==> src/rtl/rr_arbiter_pkg.sv <==
// Shared defaults and state type for the round-robin binary-grant arbiter.
package rr_arbiter_pkg;

  localparam int unsigned NumReqDefault = 16;
  localparam int unsigned BinWDefault   = 4;

  typedef enum logic {
    IDLE  = 1'b0,
    GRANT = 1'b1
  } state_e;

endpackage

==> src/rtl/rr_pick.sv <==
// Combinational round-robin picker: first set request at or after ptr, wrapping at NUM_REQ.
module rr_pick
  import rr_arbiter_pkg::*;
#(
  parameter int unsigned NUM_REQ = NumReqDefault,
  parameter int unsigned BIN_W   = BinWDefault
) (
  input  logic [NUM_REQ-1:0] req,
  input  logic [BIN_W-1:0]   ptr,
  output logic               any,
  output logic [BIN_W-1:0]   idx
);

  localparam int unsigned Span = 2 ** BIN_W;

  logic [Span-1:0] req_ext;
  logic [BIN_W:0]  cand;

  always_comb begin
    req_ext              = '0;
    req_ext[NUM_REQ-1:0] = req;
    any                  = 1'b0;
    idx                  = '0;
    cand                 = '0;
    // Walk offsets from ptr; the extra bit of cand catches the wrap past NUM_REQ-1.
    for (int unsigned k = 0; k < NUM_REQ; k++) begin
      cand = {1'b0, ptr} + (BIN_W+1)'(k);
      if (cand >= (BIN_W+1)'(NUM_REQ)) begin
        cand = cand - (BIN_W+1)'(NUM_REQ);
      end
      if (!any && req_ext[cand[BIN_W-1:0]]) begin
        any = 1'b1;
        idx = cand[BIN_W-1:0];
      end
    end
  end

endmodule

==> src/rtl/rr_arbiter_bin.sv <==
// Round-robin arbiter with registered binary grant and valid/ready handshake.
// Optional lock_i (holds the priority pointer on handshake) when RR_ARBITER_LOCK_EN is defined.
module rr_arbiter_bin
  import rr_arbiter_pkg::*;
#(
  parameter int unsigned NUM_REQ = NumReqDefault,
  parameter int unsigned BIN_W   = BinWDefault
) (
  input  logic               clk,
  input  logic               reset,
  input  logic [NUM_REQ-1:0] req_i,
`ifdef RR_ARBITER_LOCK_EN
  input  logic               lock_i,
`endif
  input  logic               gnt_ready_i,
  output logic               gnt_valid_o,
  output logic [BIN_W-1:0]   gnt_bin_o
);

  state_e           state_q;
  logic [BIN_W-1:0] gnt_bin_q;
  logic [BIN_W-1:0] ptr_q;
  logic [BIN_W-1:0] ptr_inc;
  logic [BIN_W-1:0] ptr_hs;
  logic [BIN_W-1:0] pick_ptr;
  logic [BIN_W-1:0] pick_idx;
  logic             pick_any;
  logic             hs;

  assign hs      = (state_q == GRANT) && gnt_ready_i;
  assign ptr_inc = (gnt_bin_q == BIN_W'(NUM_REQ - 1)) ? '0 : gnt_bin_q + BIN_W'(1);

`ifdef RR_ARBITER_LOCK_EN
  assign ptr_hs = lock_i ? ptr_q : ptr_inc;
`else
  assign ptr_hs = ptr_inc;
`endif

  // On a handshake the next winner is chosen with the already-advanced pointer.
  assign pick_ptr = hs ? ptr_hs : ptr_q;

  rr_pick #(
    .NUM_REQ (NUM_REQ),
    .BIN_W   (BIN_W)
  ) u_pick (
    .req (req_i),
    .ptr (pick_ptr),
    .any (pick_any),
    .idx (pick_idx)
  );

  always_ff @(posedge clk) begin
    if (reset) begin
      state_q   <= IDLE;
      gnt_bin_q <= '0;
      ptr_q     <= '0;
    end else begin
      case (state_q)
        IDLE: begin
          if (pick_any) begin
            gnt_bin_q <= pick_idx;
            state_q   <= GRANT;
          end
        end
        GRANT: begin
          if (gnt_ready_i) begin
            ptr_q <= ptr_hs;
            if (pick_any) begin
              gnt_bin_q <= pick_idx;
            end else begin
              state_q <= IDLE;
            end
          end
        end
        default: state_q <= IDLE;
      endcase
    end
  end

  assign gnt_valid_o = (state_q == GRANT);
  assign gnt_bin_o   = gnt_bin_q;

endmodule

==> config.mk <==
export PLATFORM = sky130hd
export DESIGN_NAME = rr_arbiter_bin
export DESIGN_NICKNAME = d
export VERILOG_FILES = /design/src/rtl/rr_arbiter_pkg.sv /design/src/rtl/rr_pick.sv /design/src/rtl/rr_arbiter_bin.sv
export SDC_FILE = /design/constraint.sdc
export NUM_CORES = 1
export LEC_CHECK = 0
export CAP_MARGIN = 0
export CORE_MARGIN = 2
export CORE_UTILIZATION = 50
export DETAILED_ROUTE_END_ITERATION = 8
export GPL_TIMING_DRIVEN = 0
export HOLD_SLACK_MARGIN = 0.03
export PLACE_DENSITY = 0.67
export SYNTH_ARGS = -nofsm -noshare
export SYNTH_HDL_FRONTEND = slang
export SYNTH_SLANG_ARGS = --single-unit
==> constraint.sdc <==
create_clock -name clk -period 9.9 [get_ports clk]
set_clock_uncertainty 0.1 [all_clocks]
set_input_delay 1.485 -clock clk [delete_from_list [all_inputs] [get_ports clk]]
set_output_delay 1.485 -clock clk [all_outputs]
set_load 0.05 [all_outputs]
==> impl_metrics.toml, run 1 <==
[timing]
whs_ns = 0.4337
fin_setup_tns_ns = 0
finalMaxSlewViolations = 0
hold_violations = 0
tightest_slew_ns = 0.8401
rsz0062_at_grt = "no"
relSlewSlack_pct = 43.59
setup_viol = 0
fin_crit_ns = 6.976
max_freq_mhz = 143.4
timing.final.crit_share_pct = 70.46

[global_route]
met2_usage_pct = 51.62
grt_antenna_before_repair = 0
grtUsageMet3_pct = 3.523
grt_usage_pct = 31.22
grt_pass1_vias = 2838
use_met1_pct = 42.98
grt_most_used_layer = "met2"
grt_pass1_wl_um = 15290
gr-total-overflow = 0
grt_max_degree = 14

[layout]
final_cells = 437
utilization_pct = 57.59
drive_above_1_share_pct = 18.90
layout-area-overhead-vs-synth_pct = 12.30
layout.nets = 393
final_cell_mix = "mux2i_1, nor2_1, nand2_1, a21oi_1, clkdlybuf4s50_1"
antennaDiodeCount = 0
final_common_cell = "mux2i_1"
fillers = 523

[cts]
cts_made_buffers = 3
cts_setup_buffers = 0
htree_levels = 1
path_clk_slew_ns = 0.05
cts_resized = 0
insertion_delay_ns = 0.24
cts_sinks = 9
cts-hold-fix-buffers = 0
root_buffer = "clkbuf_8"
cts_tree = "yes"
clockBufferDepth = 2

[setup_path]
startpoint = "gnt_ready_i"
end_kind = "register"
cp_top_family = "buffers and inverters"
cp_cell_sequence = "buf_2, nand2_1, a21oi_4, buf_6, clkbuf_1, ha_1, buf_1, clkinv_1, mux4_2, mux2i_1, nor2_1, and4_1, buf_2, a21o_1, a221o_1, o21ai_1, a21oi_1"
path_common_cell = "buf_2"
path_class = "primary input to register"
cpPeakStageDelay_ns = 0.65
r2r_start = "gnt_bin_o[0]$_SDFFE_PP0P_"
path_buf_inv = 6
worstPathMaxFanout = 13
critPathArrivalTime_ns = 6.98
worstSetupStartpointType = "primary input"
r2r_slack_ns = 3.68
cp.required_ns = 9.91
crit_slowest_cell = "mux2i_1"

[floorplan]
io_pins = 24
start_util_pct = 51.28
die_y_um = 78.92
core_um2 = 5473
rows = 27
die_w_um = 78.92
dieArea_um2 = 6228

[routing]
drt_iter0_markers = 348
wl_per_cell_um = 21.50
final_antenna_net_count = 0
firstDrtPassIters = 5
wirelength_um = 9394
drc = 0
viasPerCell = 6.826
vias = 2983

[pwr]
power.density_nw_per_um2 = 283.5
vdd_drop_max_v = 0.0001546
p_leak_nw = 1.185

[yosys]
ys_async_sr_fraction_pct = 0
synth_area_um2 = 2806
syn_area_per_cell_um2 = 8.254
synth_seq_area_share_pct = 6.420
synth_ff_type = "dfxtp_1"
synth_warnings = 0
syn-instance-count = 340
synth_edf_count = 0
ys_types = 71
synth_nets = 367
ys_ff_latch = 9

[worst_hold_path]
hp-class = "register to register"
min_from = "gnt_bin_o[1]$_SDFFE_PP0P_"

[run]
drv_cap = 0

[place]
dp.cells = 433
portBuffers = 21
gp_congestion = 0.9711
dp_hpwl_um = 7294

[outcome]
status = "finished clean"
[routing by layer]
| metal | up-vias | routed length (um) | share of wire [%] |
|---|---|---|---|
| met1 | 1403 | 3990 | 42 |
| met2 | 171 | 4376 | 47 |
| li1 | 1388 | - | - |
| met5 | - | 0 | 0 |
| met3 | 21 | 799 | 8.5 |
| met4 | 0 | 228 | 2.4 |
[where the power goes]
group          switching (W)  total [W]  internal (W)
combinational       0.000490   0.000792      0.000302
sequential         0.0000114  0.0000562     0.0000448
clock              0.0000171  0.0000454     0.0000283
[kinds of logic after synthesis]
family / Yosys count / share of synthesized area (%)
AOI/OAI and AO/OA: 99 / 25.99
xor gates and xnor gates: 12 / 3.745
adders and majority gates: 8 / 3.567
buffers and inverters: 33 / 5.707
DFF: 9 / 6.420
muxes: 76 / 35.71
and+or+nand+nor: 103 / 18.86
[metrics by stage]
stage / power, W / cell area, um^2 / worst slack (ns)
6_report: 0.0008935 / 3152 / 2.924
5_1_grt: 0.0009565 / 3152 / 2.578
4_1_cts: 0.0008706 / 3152 / 2.975
3_5_place_dp: 0.0008219 / 3107 / 2.735
3_3_place_gp: 0.0008162 / 3107 / 2.775
2_1_floorplan: 0.0006352 / 2806 / 4.095
[state kept, by name, summed over array words and instances, names as in the netlist]
signal and flops:
gnt_bin_o 4, ptr_q 4, gnt_valid_o 1
[Yosys cell counts (all sizes together) (2+ instances only)]
cell type | count | area [um^2]
nor2b | 2 | 12.51
o41ai | 3 | 26.28
mux4 | 17 | 382.9
buf | 16 | 96.34
a2111oi | 5 | 43.79
nand2 | 27 | 101.4
ha | 8 | 100.1
a41oi | 2 | 17.52
mux2i | 42 | 424.2
o211ai | 3 | 22.52
o311ai | 2 | 17.52
a32oi | 2 | 17.52
and3 | 3 | 23.77
clkinv | 2 | 7.510
a22oi | 3 | 22.52
a211oi | 8 | 65.06
nor3 | 9 | 45.04
o22a | 3 | 26.28
a221oi | 4 | 35.03
o21ai | 15 | 78.82
clkbuf | 3 | 11.26
nor2 | 32 | 120.1
a31o | 3 | 26.28
mux2 | 17 | 195.2
and4 | 2 | 17.52
a21o | 2 | 15.01
o32ai | 4 | 35.03
xnor2 | 9 | 78.83
o221ai | 2 | 17.52
and2 | 3 | 18.77
nor4 | 2 | 27.53
a21boi | 2 | 18.77
inv | 12 | 45.05
dfxtp | 9 | 180.2
nand3 | 12 | 72.57
xor2 | 3 | 26.28
o31ai | 2 | 15.01
a21oi | 25 | 147.6
nand4 | 2 | 12.51
[area by class of cell]
class | instances | area (um^2) | share of cell area (%)
sequential | 9 | 180.2 | 5.717
tap | 72 | 90.09 | 2.858
buffer | 19 | 107.6 | 3.414
timing repair buffer | 21 | 210.2 | 6.669
inverter | 14 | 52.55 | 1.667
clock buffer | 4 | 45.04 | 1.429
multi-input combinational | 298 | 2466 | 78.25
[worst reg2reg max path, cell delays in order, from the launching register on]
cell and delay, ns:
dfxtp_1 0.44, ha_1 0.27, and3_1 0.17, a21oi_4 0.33, buf_6 0.22, clkbuf_1 0.60, ha_1 0.25, buf_1 0.52
clkinv_1 0.54, mux4_2 0.61, mux2i_1 0.65, nor2_1 0.27, and4_1 0.27, buf_2 0.18, a21o_1 0.17, a221o_1 0.31
o21ai_1 0.13, a21oi_1 0.07
[final timing paths]
kind / endpoint / depth (start not counted)
min reg2reg: gnt_bin_o[1]$_SDFFE_PP0P_ / 2
max: gnt_bin_o[1]$_SDFFE_PP0P_ / 17
min: gnt_bin_o[1]$_SDFFE_PP0P_ / 2
max reg2reg: gnt_bin_o[1]$_SDFFE_PP0P_ / 17
Power figures use the tool's default switching activity.
==> run 2, diff against run 1 <==
==> constraint.sdc (replaced) <==
create_clock -name clk -period 6.7 [get_ports clk]
set_clock_uncertainty 0.1 [all_clocks]
set_input_delay 1.005 -clock clk [delete_from_list [all_inputs] [get_ports clk]]
set_output_delay 1.005 -clock clk [all_outputs]
set_load 0.05 [all_outputs]
==> impl_metrics.toml, run 2 (same netlist as run 1, synthesis figures left out) <==
[outcome]
status = "finished clean"

[place]
dp_hpwl_um = 7294
portBuffers = 21
gp_congestion = 0.9711

[global_route]
grt_pass1_wl_um = 15290
grtUsageMet3_pct = 3.523
grt_antenna_before_repair = 0
grt_most_used_layer = "met2"
use_met1_pct = 42.98
grt_pass1_vias = 2838
gr-total-overflow = 0
met2_usage_pct = 51.62
grt_usage_pct = 31.22
grt_max_degree = 14

[setup_path]
worstPathMaxFanout = 13
worstSetupStartpointType = "primary input"
cp_cell_sequence = "buf_2, nand2_1, a21oi_4, buf_6, clkbuf_1, ha_1, buf_1, clkinv_1, mux4_2, mux2_2, clkbuf_1, o41ai_1, nand3_1, o221a_2, a32oi_1, o21ai_1, a21oi_1"
critPathArrivalTime_ns = 6.48
r2r_slack_ns = 0.56
crit_slowest_cell = "mux4_2"
cpPeakStageDelay_ns = 0.67
path_class = "primary input to register"
path_common_cell = "clkbuf_1"
end_kind = "register"
cp.required_ns = 6.77

[cts]
cts_resized = 0
clockBufferDepth = 2
cts_setup_buffers = 0
path_clk_slew_ns = 0.05
cts_tree = "yes"
cts_sinks = 9
htree_levels = 1
root_buffer = "clkbuf_8"
cts_made_buffers = 3
cts-hold-fix-buffers = 0
insertion_delay_ns = 0.24

[timing]
whs_ns = 0.4337
finalMaxSlewViolations = 0
setup_viol = 0
tightest_slew_ns = 0.8763
hold_violations = 0
fin_crit_ns = 6.413
fin_setup_tns_ns = 0
timing.final.crit_share_pct = 95.72
max_freq_mhz = 155.9
rsz0062_at_grt = "no"
relSlewSlack_pct = 41.16

[floorplan]
die_y_um = 78.92
core_um2 = 5473
rows = 27
io_pins = 24
start_util_pct = 51.28
dieArea_um2 = 6228
die_w_um = 78.92

[layout]
drive_above_1_share_pct = 19.18
layout-area-overhead-vs-synth_pct = 12.44
layout.nets = 393
final_common_cell = "mux2i_1"
antennaDiodeCount = 0
final_cell_mix = "mux2i_1, nor2_1, nand2_1, a21oi_1, clkdlybuf4s50_1"
fillers = 523

[routing]
vias = 2984
wl_per_cell_um = 21.41
firstDrtPassIters = 5
drc = 0
wirelength_um = 9358
final_antenna_net_count = 0
viasPerCell = 6.828
drt_iter0_markers = 334

[pwr]
power.density_nw_per_um2 = 419.3
p_leak_nw = 1.184
vdd_drop_max_v = 0.0002236

[run]
drv_cap = 0

[worst_hold_path]
hp-class = "register to register"
-- run 2: cell counts in the layout (fill, tap and decap cells not counted) --
Identical to the previous run, type by type.
-- run 2: cell type report --
cell class | instances | area, um^2 | share of cell area [%]
buffer | 19 | 107.6 | 3.410
clock buffer | 4 | 45.04 | 1.427
inverter | 14 | 52.55 | 1.665
multi-input combinational | 298 | 2470 | 78.27
sequential | 9 | 180.2 | 5.710
tap | 72 | 90.09 | 2.855
timing repair buffer | 21 | 210.2 | 6.661
-- run 2: worst max-delay path, delay by kind of cell --
kind	cells	cell delay, ns
AND/OR/NAND/NOR	2	0.32
adder cells (fa/ha/maj)	1	0.24
multiplexers	2	0.99
AO/OA/AOI/OAI	6	1.59
buffers and inverters	6	2.30
-- run 2: worst paths after layout --
| check | cells past startpoint | from | endpoint |
|---|---|---|---|
| setup / recovery | 17 | gnt_ready_i | gnt_bin_o[1]$_SDFFE_PP0P_ |
| hold / removal | 2 | gnt_bin_o[1]$_SDFFE_PP0P_ | gnt_bin_o[1]$_SDFFE_PP0P_ |
| setup reg to reg | 17 | gnt_bin_o[0]$_SDFFE_PP0P_ | gnt_bin_o[1]$_SDFFE_PP0P_ |
| hold reg to reg | 2 | gnt_bin_o[1]$_SDFFE_PP0P_ | gnt_bin_o[1]$_SDFFE_PP0P_ |
-- run 2: power by group --
group	total, W	switching [W]	internal (W)
Sequential	0.0000830	0.0000168	0.0000662
Combinational	0.00117	0.000723	0.000450
Clock	0.0000670	0.0000252	0.0000418
-- run 2: through the flow --
stage / cell area [um^2] / setup WS, ns / power [W] / std cells / utilization [%]
global placement: 3107 / 0.05458 / 0.001206 / 433 / 56.77
global route: 3156 / 0.01101 / 0.001419 / 437 / 57.66
detailed placement: 3107 / 0.01460 / 0.001214 / 433 / 56.77
floorplan: 2806 / 1.375 / 0.0009387 / 340 / -
finish: 3156 / 0.2871 / 0.001323 / 437 / 57.66
CTS: 3152 / 0.2552 / 0.001286 / 437 / 57.59
-- run 2: per-layer routing --
layer,part of all wire (%),vias to the layer above
met5,0,-
met4,2.4,0
met3,7.2,21
met2,47,153
met1,44,1419
li1,-,1391
